<file path="config.mk">
export PLATFORM = sky130hd
export DESIGN_NAME = adder_seq_ctrl
export DESIGN_NICKNAME = d
export VERILOG_FILES = /design/src/rtl/adder_seq_pkg.sv /design/src/rtl/adder_slice.sv /design/src/rtl/adder_seq_ctrl.sv
export SDC_FILE = /design/constraint.sdc
export NUM_CORES = 1
export LEC_CHECK = 0
export BUFFER_PORTS_ARGS = -buffer_cell sky130_fd_sc_hd__buf_2
export CORE_MARGIN = 4
export CORE_UTILIZATION = 39
export CTS_CLUSTER_SIZE = 8
export DETAILED_ROUTE_END_ITERATION = 8
export MAX_ROUTING_LAYER = met4
export PLACE_DENSITY_LB_ADDON = 0.1
export REMOVE_ABC_BUFFERS = 1
export SLEW_MARGIN = 30
export SYNTH_ARGS = -nofsm -noshare
export SYNTH_HDL_FRONTEND = slang
export SYNTH_SLANG_ARGS = --single-unit
</file>
<file path="constraint.sdc">
create_clock -name clk -period 4 [get_ports clk]
set_input_delay 1.2 -clock clk [delete_from_list [all_inputs] [get_ports clk]]
set_output_delay 1.2 -clock clk [all_outputs]
set_load 0.01 [all_outputs]
</file>
<file path="src/rtl/adder_seq_pkg.sv">
// Shared definitions for the sequenced adder controller.
//   state_e  : controller FSM states
//   beats_of : number of slice beats needed for one full-width add
//   id_width : bit width of a requester index (at least 1)
package adder_seq_pkg;

  typedef enum logic [1:0] {
    IDLE = 2'd0,
    RUN  = 2'd1,
    DONE = 2'd2
  } state_e;

  function automatic int unsigned beats_of(input int unsigned width,
                                           input int unsigned slice);
    return width / slice;
  endfunction

  function automatic int unsigned id_width(input int unsigned n);
    return (n <= 1) ? 1 : $clog2(n);
  endfunction

endpackage

</file>
<file path="src/rtl/adder_slice.sv">
// Combinational SLICE-bit adder with carry in/out; the one shared adder
// resource that adder_seq_ctrl time-multiplexes across beats.
//   a, b : slice operands
//   ci   : carry in
//   s    : slice sum
//   co   : carry out
module adder_slice #(
  parameter int unsigned SLICE = 8
) (
  input  logic [SLICE-1:0] a,
  input  logic [SLICE-1:0] b,
  input  logic             ci,
  output logic [SLICE-1:0] s,
  output logic             co
);

  always_comb begin
    {co, s} = {1'b0, a} + {1'b0, b} + {{SLICE{1'b0}}, ci};
  end

endmodule

</file>
<file path="src/rtl/adder_seq_ctrl.sv">
// Sequencing controller: round-robin arbitration over NREQ operand ports,
// full-width add performed low slice first over WIDTH/SLICE beats through a
// single adder_slice, result returned on a valid/ready port tagged with id.
//   clk, rst_n          : clock, synchronous active-low reset
//   req_valid/req_ready : per-requester handshake (ready one-hot or zero)
//   req_a, req_b        : packed operands, requester i at [i*WIDTH +: WIDTH]
//   rsp_valid/rsp_ready : result handshake
//   rsp_sum, rsp_id     : (a+b) mod 2^WIDTH and issuing requester index
//   busy                : high whenever not IDLE
//   rsp_carry           : final-beat carry, present only with
//                         ADDER_SEQ_CARRY_EN defined
module adder_seq_ctrl
  import adder_seq_pkg::*;
#(
  parameter int unsigned WIDTH = 32,
  parameter int unsigned SLICE = 8,
  parameter int unsigned NREQ  = 2
) (
  input  logic                        clk,
  input  logic                        rst_n,
  input  logic [NREQ-1:0]             req_valid,
  output logic [NREQ-1:0]             req_ready,
  input  logic [NREQ*WIDTH-1:0]       req_a,
  input  logic [NREQ*WIDTH-1:0]       req_b,
  output logic                        rsp_valid,
  input  logic                        rsp_ready,
  output logic [WIDTH-1:0]            rsp_sum,
  output logic [id_width(NREQ)-1:0]   rsp_id,
  output logic                        busy
`ifdef ADDER_SEQ_CARRY_EN
  ,
  output logic                        rsp_carry
`endif
);

  localparam int unsigned BEATS = beats_of(WIDTH, SLICE);
  localparam int unsigned IDW   = id_width(NREQ);
  localparam int unsigned CW    = id_width(BEATS);

  state_e             state_q, state_n;
  logic [IDW-1:0]     ptr_q;
  logic [WIDTH-1:0]   a_q, b_q;
  logic               carry_q;
  logic [CW-1:0]      beat_q;
  logic               last_beat;

  logic               grant_any;
  logic [IDW-1:0]     grant_id;
  logic [IDW-1:0]     cand;
  logic [WIDTH-1:0]   sel_a, sel_b;

  logic [SLICE-1:0]   sl_a, sl_b, sl_s;
  logic               sl_co;

  // Round-robin search starting one past the last granted index.
  always_comb begin
    grant_any = 1'b0;
    grant_id  = '0;
    cand      = '0;
    for (int unsigned off = 1; off <= NREQ; off++) begin
      cand = IDW'((32'(ptr_q) + off) % NREQ);
      if (!grant_any && req_valid[cand]) begin
        grant_any = 1'b1;
        grant_id  = cand;
      end
    end
  end

  always_comb begin
    sel_a = '0;
    sel_b = '0;
    for (int unsigned i = 0; i < NREQ; i++) begin
      if (grant_id == IDW'(i)) begin
        sel_a = req_a[i*WIDTH +: WIDTH];
        sel_b = req_b[i*WIDTH +: WIDTH];
      end
    end
  end

  always_comb begin
    req_ready = '0;
    if (state_q == IDLE && grant_any) req_ready[grant_id] = 1'b1;
  end

  always_comb begin
    sl_a = '0;
    sl_b = '0;
    for (int unsigned k = 0; k < BEATS; k++) begin
      if (beat_q == CW'(k)) begin
        sl_a = a_q[k*SLICE +: SLICE];
        sl_b = b_q[k*SLICE +: SLICE];
      end
    end
  end

  assign last_beat = (beat_q == CW'(BEATS - 1));

  adder_slice #(.SLICE(SLICE)) u_slice (
    .a  (sl_a),
    .b  (sl_b),
    .ci (carry_q),
    .s  (sl_s),
    .co (sl_co)
  );

  always_ff @(posedge clk) begin
    if (!rst_n) state_q <= IDLE;
    else        state_q <= state_n;
  end

  always_comb begin
    state_n = state_q;
    case (state_q)
      IDLE:    if (grant_any) state_n = RUN;
      RUN:     if (last_beat) state_n = DONE;
      DONE:    if (rsp_ready) state_n = IDLE;
      default: state_n = IDLE;
    endcase
  end

  always_ff @(posedge clk) begin
    if (!rst_n) begin
      ptr_q     <= IDW'(NREQ - 1);
      a_q       <= '0;
      b_q       <= '0;
      carry_q   <= 1'b0;
      beat_q    <= '0;
      rsp_sum   <= '0;
      rsp_id    <= '0;
      rsp_valid <= 1'b0;
      busy      <= 1'b0;
`ifdef ADDER_SEQ_CARRY_EN
      rsp_carry <= 1'b0;
`endif
    end else begin
      // Flag outputs are registered from the next state so they track state.
      rsp_valid <= (state_n == DONE);
      busy      <= (state_n != IDLE);
      case (state_q)
        IDLE: begin
          if (grant_any) begin
            a_q     <= sel_a;
            b_q     <= sel_b;
            rsp_id  <= grant_id;
            ptr_q   <= grant_id;
            carry_q <= 1'b0;
            beat_q  <= '0;
          end
        end
        RUN: begin
          for (int unsigned k = 0; k < BEATS; k++) begin
            if (beat_q == CW'(k)) rsp_sum[k*SLICE +: SLICE] <= sl_s;
          end
          carry_q <= sl_co;
          beat_q  <= last_beat ? '0 : beat_q + CW'(1);
`ifdef ADDER_SEQ_CARRY_EN
          if (last_beat) rsp_carry <= sl_co;
`endif
        end
        default: ;
      endcase
    end
  end

endmodule

</file>
; Yosys cells after proc, flatten, opt, wreduce, memory -nomap -nowiden
; Cells that the tools add are included.
[op_classes]
addsub = 5
order_cmp = 4
n_eq_ne = 7
mux = 30
reduce_logical = 14
[ops]
columns = op, n
row1 = 32-bit 2-to-1 mux, 2
row2 = 8-bit 2-to-1 mux, 8
row3 = 2-bit 2-to-1 mux, 6
row4 = 2-bit AND reduction, 6
row5 = 1-bit 2-to-1 mux, 10
row6 = 8-bit by 8-bit adder with 9-bit output, 1
row7 = 9-bit by 1-bit adder with 9-bit output, 1
row8 = "2-bit equality test, second input constant", 4
row9 = "1-bit by 2-bit < comparator with 1-bit output, second input constant", 3
row10 = 2-bit case mux with 3 select lines, 1
row11 = "2-bit by 1-bit equality test with 1-bit output, second input constant", 2
row12 = 2-bit zero test, 2
row13 = 2-bit case mux with 2 select lines, 1
row14 = 2-bit nonzero test, 2
row15 = 1-bit logical AND, 3
row16 = "1-bit adder, second input constant", 2
row17 = "2-bit by 1-bit adder with 2-bit output, second input constant", 1
row18 = "2-bit != test, second input constant", 1
row19 = 1-bit case mux with 2 select lines, 1
row20 = 1-bit demux with 1-bit select, 1
row21 = "1-bit >= comparator, second input constant", 1
row22 = 1-bit zero test, 1
[word_totals]
reg_bits = 105
in_bits = 133
out_inout_bits = 37

; Depth between registers and ports, before layout
; Gate-level depths: netlist of run 1.
[logic_depth]
word_depth = 12
depth_mapped = 14
depth_no_buf = 13

; By module
; From an unflattened synthesis of run 1, not the netlist that was laid out.
[hier_totals]
hier_cells = 718
hier_area_um2 = 5531.6
[modules_own_cells]
columns = module, n_inst, cells_per_inst, area_each_um2, seq_area_each_um2
row1 = adder_seq_ctrl, 1, 680, 5218.8, 2102.0
row2 = adder_slice, 1, 38, 312.8, 0.0

; Worst setup path before layout of run 1
; OpenSTA, ideal clock, no wires.
[synth_timing]
path_kind = register to register
startpoint = register beat_q[0]
endpoint = register rsp_sum[14]
t_arrival_ps = 2954
required_ps = 3868
slack_ps = 914
stages_incl_launch_ff = 15
synth_period_minus_slack_ps = 3086
cell_sequence = dfxtp_1 inv_1 ha_1 clkbuf_1 clkbuf_1 a221oi_1 nor3_1 a21oi_1 fa_1 inv_1 fa_1 a211oi_1 nor3_1 a211oi_1 o21ai_1
[synth_via]
elab_chain_len = 7
[synth_rtl]
columns = item, line
row1 = "start, declared", adder_seq_ctrl.sv:44  ; logic [CW-1:0] beat_q;
row2 = "start signal, assigned", adder_seq_ctrl.sv:155  ; beat_q <= last_beat ? '0 : beat_q + CW'(1);
row3 = 2-bit zero test, adder_seq_ctrl.sv:89  ; if (beat_q == CW'(k)) begin
row4 = 8-bit 2-to-1 mux (4 in a row), adder_seq_ctrl.sv:89
row5 = 8-bit by 8-bit adder with 9-bit output, adder_slice.sv:18  ; {co, s} = {1'b0, a} + {1'b0, b} + {{SLICE{1'b0}}, ci};
row6 = 9-bit by 1-bit adder with 9-bit output, adder_slice.sv:18
row7 = "end signal, assigned by index", adder_seq_ctrl.sv:152  ; if (beat_q == CW'(k)) rsp_sum[k*SLICE +: SLICE] <= sl_s;
row8 = "end, declared", adder_seq_ctrl.sv:27  ; output logic [WIDTH-1:0] rsp_sum,
; Parallel ways exist; a longest one is shown, timed or not.
; A chain may end at the register's enable or synchronous reset.

; Worst setup path in the final report of run 1
[layout_timing]
startpoint = register beat_q[0]
endpoint = register rsp_sum[6]
[layout_via]
elab_chain_len = 7
[layout_rtl]
columns = item, line
row1 = 2-bit zero test, "adder_seq_ctrl.sv:89, adder_seq_ctrl.sv:152"
row2 = 8-bit 2-to-1 mux (4 in a row), adder_seq_ctrl.sv:89
row3 = 8-bit by 8-bit adder with 9-bit output, adder_slice.sv:18
row4 = 9-bit by 1-bit adder with 9-bit output, adder_slice.sv:18
; Parallel ways exist; a longest one is shown, timed or not.

==> impl_metrics.toml, run 1 <==
[cells_and_area]
regArea_um2 = 2102
nNetsFinal = 839
syn2layout_area_growth_pct = 25.03
fillers = 1206
multiInputGateArea_um2 = 2490
fin_util_pct = 50.11
antenna_cells = 0
drive_above_1_share_pct = 28.94

[clock_tree]
clk_pin_slew_ps = 70
clock_tree.root_cell = "clkbuf_16"
numCtsBuffers = 9
cts.hold.buffers_added = 0
cts_tree = "built"
tritoncts_num_sinks = 105
h-tree-depth = 3
clock_latency_ps = 350
clock_path_buffers = 2

[floorplanning]
die_area_um2 = 14240
die_w_um = 119.3
die_height_um = 119.3
num_rows = 40
fp.coreArea_um2 = 12060
ios = 170
start_util_pct = 40.08

[worst_setup_path]
critPathKind = "reg2reg"
worstReg2RegStart = "beat_q[0]$_SDFFE_PN0P_"
worstPathArrival_ps = 3630
timing.rr.end = "rsp_sum[6]$_SDFFE_PN0P_"
rrSetupSlack_ps = 580
cp.required_ps = 4220
start_kind = "register"
worst_r2r_path_depth = 12
path_max_fanout = 17
end_kind = "register"

[hold_path]
min_path_type = "reg2reg"
min-delay-start = "rsp_sum[9]$_SDFFE_PN0P_"
whs_path_depth = 2
hold_end = "rsp_sum[9]$_SDFFE_PN0P_"

[synth]
async_flop_share_pct = 0
syn-cell-area_um2 = 4835
yosysSeqAreaShare_pct = 43.48
synth_ff_type = "dfxtp_1"
post_synth.cell_area_avg_um2 = 8.680
synth_edf_count = 0
yosysWarnings = 0
yosysUniqueCellTypes = 45
ys_seq_elements = 105
netlist_instances = 557

[route]
drc = 0
wl_per_cell_um = 15.91
wl_um = 13780
detail_route.iter0.violations = 502
ant_nets = 0
vias = 4747
vias_per_cell = 5.482
dr.pass1.iters = 7

[place]
hpwl_um = 10130
place_ws_ps = 370.5
gp_congestion = 0.7656
port_buffers = 169

[sta]
tightestPinTransition_ps = 903.4
finalHoldViolCount = 0
slew_headroom_pct = 39.55
drv_slew = 0
min_period_over_period_pct = 85.41
fin_ws_ps = 583.6
finClkSkew_ps = 7.083
min_period_ps = 3416
clock.fmax_mhz = 292.7
finalSetupViolations = 0
rsz0062_at_grt = "no"

[power_and_ir_drop]
leakagePower_uw = 0.002520
finalPower_uw = 2532
ir_worst_vdd_uv = 261.3
powerDensity_nw_per_um2 = 418.9

[global_routing]
grt_pass1_wl_um = 22350
grt_pass1_vias = 4610
grt_start_max_net_pins = 67
antenna_found_initial = 0
grt_overflow = 0
grt.total_usage_pct = 19.76

[status]
run_status = "complete, no violations"

[run]
maxCapViolCount = 0
## area by class of cell
cell class / count / area share [%]
flip-flops and latches: 105 / 34.78
repair buffers: 178 / 15.32
well taps: 168 / 3.478
clock buffers: 11 / 4.181
clock inverters: 5 / 0.6210
multi-input cells: 392 / 41.19
inverters: 7 / 0.4347
## flip-flops by register name, summed over array words and instances (netlist names)
| register | count |
|---|---|
| a_q | 32 |
| b_q | 32 |
| rsp_sum | 32 |
| beat_q | 2 |
| state_q | 2 |
| busy | 1 |
| carry_q | 1 |
| ptr_q | 1 |
| rsp_id | 1 |
| rsp_valid | 1 |
## critical path, cell delays in order, from the launching register on
cell and delay (ps):
dfxtp_1 420, ha_2 420, nor2b_1 90, a221oi_1 270, nor3_1 80, a21oi_1 170
fa_1 210, inv_1 50, fa_1 410, a211oi_1 370, nor3_1 110, a211oi_1 530
o21ai_1 160
## cell usage after synthesis, types with 10 or more instances
library cell / number / area, um2
a211oi_1: 13 / 97.59
a21oi_1: 44 / 220.2
a222oi_1: 64 / 640.6
buf_2: 12 / 60.06
clkbuf_1: 34 / 127.6
dfxtp_1: 105 / 2102
ha_1: 11 / 137.6
nand2_1: 49 / 183.9
nand3_1: 21 / 105.1
nand3b_1: 20 / 150.1
nor2_1: 85 / 319.1
o21ai_0: 16 / 80.08
o21ai_1: 10 / 50.05
## routing by layer
layer | global-route usage [%] | vias up | share of wire, %
li1 | - | 2384 | -
met1 | 24.90 | 2208 | 45
met2 | 32.14 | 144 | 48
met3 | 3.846 | 11 | 5.2
met4 | 6.156 | 0 | 1.0
met5 | - | - | 0
## where the power goes
group	total, uW	internal, uW	switching, uW
Sequential	1170	1120	48.7
Clock	850	459	391
Combinational	510	222	288
## kinds of logic after synthesis
group / share of synthesized area (%)
adder cells (fa/ha/maj): 3.675
XOR/XNOR: 0.1812
buffers and inverters: 5.590
flip-flops: 43.48
AND/OR/NAND/NOR: 19.36
AO/OA/AOI/OAI: 27.72
## layout by cell type (no fill, tap or decap), types with 3 or more instances in the layout
| master | instances |
|---|---|
| nor2b_1 | 4 |
| a21o_1 | 3 |
| ha_1 | 10 |
| nand3b_1 | 20 |
| nand2_1 | 49 |
| and2_1 | 4 |
| a21oi_1 | 44 |
| nor3_1 | 4 |
| o311ai_1 | 5 |
| buf_4 | 8 |
| o21ai_1 | 9 |
| nand2b_1 | 6 |
| dfxtp_1 | 105 |
| a211oi_1 | 13 |
| o31ai_1 | 4 |
| o211ai_1 | 4 |
| nor2_1 | 85 |
| buf_2 | 169 |
| nand3_1 | 21 |
| inv_1 | 6 |
| clkbuf_16 | 9 |
| a222oi_1 | 64 |
| o21ai_0 | 16 |
## per-stage QoR
step | instances | instance area (um2) | hold WS [ps] | TNS, ps
after global placement | 850 | 5752 | 442.0 | 0
after CTS | 866 | 6042 | 458.1 | 0
after floorplan | 504 | 4591 | 436.5 | -53910
after global routing | 866 | 6045 | 474.6 | 0
final | 866 | 6045 | 455.6 | 0
after detailed placement | 850 | 5752 | 448.4 | 0
## timing repair
action | in CTS | in global routing
setup endpoints to repair | 0 | 2
setup buffers | 0 | 0
resized for setup | 0 | 1
## worst max path at each step
stage,startpoint,endpoint,cells past startpoint
after detailed placement,beat_q[0]$_SDFFE_PN0P_,rsp_sum[6]$_SDFFE_PN0P_,12
after global routing,beat_q[1]$_SDFFE_PN0P_,rsp_sum[6]$_SDFFE_PN0P_,13
final,beat_q[0]$_SDFFE_PN0P_,rsp_sum[6]$_SDFFE_PN0P_,12
after CTS,beat_q[0]$_SDFFE_PN0P_,rsp_sum[6]$_SDFFE_PN0P_,12
after floorplan,req_valid[0],req_ready[0],2
after global placement,beat_q[0]$_SDFFE_PN0P_,rsp_sum[30]$_SDFFE_PN0P_,12
Power figures use the tool's default switching activity.
==> run 2: changes to the inputs <==
Settings changed: BUFFER_PORTS_ARGS -buffer_cell sky130_fd_sc_hd__buf_2 to -buffer_cell sky130_fd_sc_hd__buf_4.
==> impl_metrics.toml, run 2 (synthesis results as in run 1) <==
[run]
maxCapViolCount = 0

[sta]
drv_slew = 0
min_period_over_period_pct = 87.79
tightestPinTransition_ps = 861.5
fin_ws_ps = 488.3
holdWs_ps = 466.1
rsz0062_at_grt = "no"
slew_headroom_pct = 42.35
finClkSkew_ps = 8.393
clock.fmax_mhz = 284.8
min_period_ps = 3512
finalHoldViolCount = 0
finalSetupViolations = 0

[clock_tree]
clock_tree.root_cell = "clkbuf_16"
post_cts_buffers = 0
cts.hold.buffers_added = 0
clock_path_buffers = 2
h-tree-depth = 3
ctsResizeCount = 0
numCtsBuffers = 9
clk_pin_slew_ps = 70
clock_latency_ps = 340
cts_tree = "built"
tritoncts_num_sinks = 105

[floorplanning]
num_rows = 40
die_height_um = 119.3
start_util_pct = 40.08
fp.coreArea_um2 = 12060
die_w_um = 119.3
ios = 170
die_area_um2 = 14240

[power_and_ir_drop]
pwr-share-seq_pct = 43.7
leakagePower_uw = 0.002648
swShare_pct = 27.57
power_frac_comb_pct = 20.5
ir_worst_vdd_uv = 269.9
internal_power_uw = 1945
clockPowerShare_pct = 35.8
powerDensity_nw_per_um2 = 413.6
power.switching_uw = 740.5

[place]
hpwl_um = 10350
gp_congestion = 0.7950
place_ws_ps = 354.4
port_buffers = 169
place_inst = 849

[global_routing]
grt_pass1_vias = 4794
grt_start_max_net_pins = 67
grt_overflow = 0
grt_pass1_wl_um = 23230
antenna_found_initial = 0
grt.total_usage_pct = 20.02

[cells_and_area]
stdcell_count = 865
reg.largest.list = "a_q x32, b_q x32, rsp_sum x32"
mostFrequentLayoutCells = "buf_4 (176), dfxtp_1 (105), nor2_1 (85), a222oi_1 (64), nand2_1 (49)"
antenna_cells = 0
final_common_cell = "buf_4"
nNetsFinal = 838
fin_util_pct = 53.84
syn2layout_area_growth_pct = 34.32
fillers = 1164
drive_above_1_share_pct = 28.69

[worst_setup_path]
critPathKind = "reg2reg"
path_cells = "inv_1, ha_1, a221oi_1, nor3_1, a21oi_1, fa_1, inv_1, fa_1, a211oi_1, nor3_1, a211oi_1, o21ai_1"
crit_path_top_delay_cell = "a211oi_1"
path_max_fanout = 14
end_kind = "register"
worstPathArrival_ps = 3710
path_buf_inv = 2
cp.required_ps = 4200
cpPeakStageDelay_ps = 580
crit_family = "compound AO/OA/AOI/OAI gates"
start_kind = "register"

[route]
drc = 0
vias_per_cell = 5.536
dr.pass1.iters = 6
ant_nets = 0
wl_um = 14040
wl_per_cell_um = 16.23
vias = 4789
detail_route.iter0.violations = 493

[status]
run_status = "complete, no violations"

[hold_path]
min_path_type = "reg2reg"
-- run 2: cell count changes in the layout (fill, tap and decap cells not counted), sizes merged --
cell | previous run | this run
clkinvlp | 2 | 0
inv | 9 | 10
bufinv | 0 | 2
clkbuf | 11 | 10
buf | 178 | 177
-- run 2: path summary, 6_finish.rpt --
check	start	end	slack [ps]	cells past startpoint
max	beat_q[0]$_SDFFE_PN0P_	rsp_sum[14]$_SDFFE_PN0P_	490	12
min reg2reg	rsp_sum[9]$_SDFFE_PN0P_	rsp_sum[9]$_SDFFE_PN0P_	470	2
min	rsp_sum[9]$_SDFFE_PN0P_	rsp_sum[9]$_SDFFE_PN0P_	470	2
max reg2reg	beat_q[0]$_SDFFE_PN0P_	rsp_sum[14]$_SDFFE_PN0P_	490	12
-- run 2: metal layers --
metal / GRT usage (%) / part of all wire [%] / up-vias
met5: - / 0 / -
met4: 2.863 / 0.56 / 0
met3: 3.371 / 5.3 / 8
met2: 33.27 / 49 / 149
met1: 26.39 / 45 / 2254
li1: - / - / 2378
-- run 2: power groups by stage --
| stage | Combinational, uW | Sequential [uW] | Clock (uW) |
|---|---|---|---|
| after global placement | 543 | 1200 | 0 |
| after floorplan | 317 | 1180 | 0 |
| final | 551 | 1170 | 961 |
| after detailed placement | 555 | 1200 | 0 |
| after global routing | 621 | 1180 | 1020 |
| after CTS | 556 | 1170 | 981 |
-- run 2: layout make-up --
cell class | instances | area, um2 | share of cell area [%]
inverters | 7 | 26.28 | 0.4046
well taps | 168 | 210.2 | 3.237
multi-input cells | 392 | 2490 | 38.34
flip-flops and latches | 105 | 2102 | 32.37
repair buffers | 177 | 1341 | 20.66
clock buffers | 10 | 229.0 | 3.526
clock inverters | 6 | 95.09 | 1.464
-- run 2: worst min-delay path: stages, from the launching register on --
cell and delay (ps):
dfxtp_1 320, nand2_1 50, a21oi_1 60
-- run 2: through the flow --
step	power (uW)	TNS [ps]	area [um2]
after global placement	1742	0	6167
final	2686	0	6494
after floorplan	1502	-53910	4591
after detailed placement	1752	0	6167
after global routing	2825	0	6494
after CTS	2711	0	6491
==> run 3: changes to the inputs <==
Settings changed: CORE_UTILIZATION 39 to 32.
==> impl_metrics.toml, run 3 (synthesis results as in run 1) <==
[sta]
finClkSkew_ps = 6.521
tightestPinTransition_ps = 770.3
min_period_ps = 3470
clock.fmax_mhz = 288.2
holdWs_ps = 470.0
rsz0062_at_grt = "no"
slew_headroom_pct = 48.65
finalHoldViolCount = 0
min_period_over_period_pct = 86.74
finalSetupTns_ps = 0
finalSetupViolations = 0
drv_slew = 0

[power_and_ir_drop]
swShare_pct = 27.99
clockPowerShare_pct = 36.1
power_frac_comb_pct = 20.6
finalPower_uw = 2712
pwr-share-seq_pct = 43.4
ir_worst_vdd_uv = 259.1
internal_power_uw = 1953
powerDensity_nw_per_um2 = 417.0
power.switching_uw = 759.1
leakagePower_uw = 0.002646

[floorplanning]
ios = 170
start_util_pct = 33.01
die_height_um = 130.9
num_rows = 44
fp.coreArea_um2 = 14640
die_w_um = 130.9
die_area_um2 = 17140

[cells_and_area]
reg.largest.list = "a_q x32, b_q x32, rsp_sum x32"
final_common_cell = "buf_4"
nNetsFinal = 838
antenna_cells = 0
fillers = 1475
syn2layout_area_growth_pct = 34.52
mostFrequentLayoutCells = "buf_4 (177), dfxtp_1 (105), nor2_1 (85), a222oi_1 (64), nand2_1 (49)"
drive_above_1_share_pct = 28.69

[run]
maxCapViolCount = 0

[clock_tree]
numCtsBuffers = 9
post_cts_buffers = 0
h-tree-depth = 3
tritoncts_num_sinks = 105
cts.hold.buffers_added = 0
clock_latency_ps = 350
clock_path_buffers = 2
ctsResizeCount = 0
clk_pin_slew_ps = 70
clock_tree.root_cell = "clkbuf_16"
cts_tree = "built"

[worst_setup_path]
crit_family = "compound AO/OA/AOI/OAI gates"
crit_path_top_delay_cell = "ha_1"
worstPathArrival_ps = 3690
start_kind = "register"
end_kind = "register"
cp.required_ps = 4220
cpPeakStageDelay_ps = 510
path_buf_inv = 1
path_cells = "ha_1, nor2b_1, a221oi_1, nor3_1, a21oi_1, fa_1, inv_1, fa_1, a211oi_1, nor3_1, a211oi_1, o21ai_1"
path_max_fanout = 16
critPathKind = "reg2reg"

[route]
ant_nets = 0
drc = 0
dr.pass1.iters = 9
wl_per_cell_um = 17.52
wl_um = 15430
vias = 4864
detail_route.iter0.violations = 451
vias_per_cell = 5.521

[place]
gp_congestion = 0.8136
hpwl_um = 11150
port_buffers = 169

[hold_path]
min_path_type = "reg2reg"

[global_routing]
grt_pass1_vias = 4732
grt_pass1_wl_um = 24350
antenna_found_initial = 0
grt.total_usage_pct = 18.56
grt_overflow = 0
grt_start_max_net_pins = 72

[status]
run_status = "complete, no violations"
## run 3: per-layer routing
layer  vias to the layer above  share of wire [%]  global-route usage, %
met5                         -                  0                      -
met3                        17                5.5                  4.350
met4                         0                1.5                  4.961
met2                       174                 45                  27.02
li1                       2385                  -                      -
met1                      2288                 48                  25.89
## run 3: cell type report
type	count	area, um2	area share (%)
multi-input cells	392	2487	38.25
repair buffers	177	1329	20.43
clock buffers	10	239.0	3.674
clock inverters	6	90.09	1.385
flip-flops and latches	105	2102	32.32
well taps	184	230.2	3.540
inverters	7	26.28	0.4040
## run 3: worst paths after layout
check                               start                  endpoint  slack, ps  depth (start not counted)
setup / recovery   beat_q[0]$_SDFFE_PN0P_  rsp_sum[14]$_SDFFE_PN0P_        530                         12
hold / removal    rsp_sum[1]$_SDFFE_PN0P_   rsp_sum[1]$_SDFFE_PN0P_        470                          2
setup reg to reg   beat_q[0]$_SDFFE_PN0P_  rsp_sum[14]$_SDFFE_PN0P_        530                         12
hold reg to reg   rsp_sum[1]$_SDFFE_PN0P_   rsp_sum[1]$_SDFFE_PN0P_        470                          2
## run 3: worst register-to-register path, cell delays in order (launching register included)
cell	delay (ps)
dfxtp_1	400
ha_1	520
nor2b_1	100
a221oi_1	300
nor3_1	80
a21oi_1	190
fa_1	220
inv_1	50
fa_1	420
a211oi_1	330
nor3_1	100
a211oi_1	500
o21ai_1	150
## run 3: power groups by stage
stage / Sequential (uW) / Combinational (uW) / Clock (uW)
after global routing: 1180 / 620 / 1050
final: 1180 / 558 / 978
after detailed placement: 1200 / 561 / 0
after floorplan: 1180 / 317 / 0
after CTS: 1180 / 563 / 1010
after global placement: 1200 / 550 / 0
## run 3: per-stage QoR
stage | worst slack (ps) | util (%) | cell area (um2) | cells
6_report | 530.5 | 44.41 | 6504 | 881
5_1_grt | 151.6 | 44.41 | 6504 | 881
4_1_cts | 531.7 | 44.41 | 6504 | 881
3_5_place_dp | 540.7 | 42.17 | 6175 | 865
3_3_place_gp | 622.5 | 42.17 | 6175 | 865
2_1_floorplan | -1454 | - | 4591 | 504
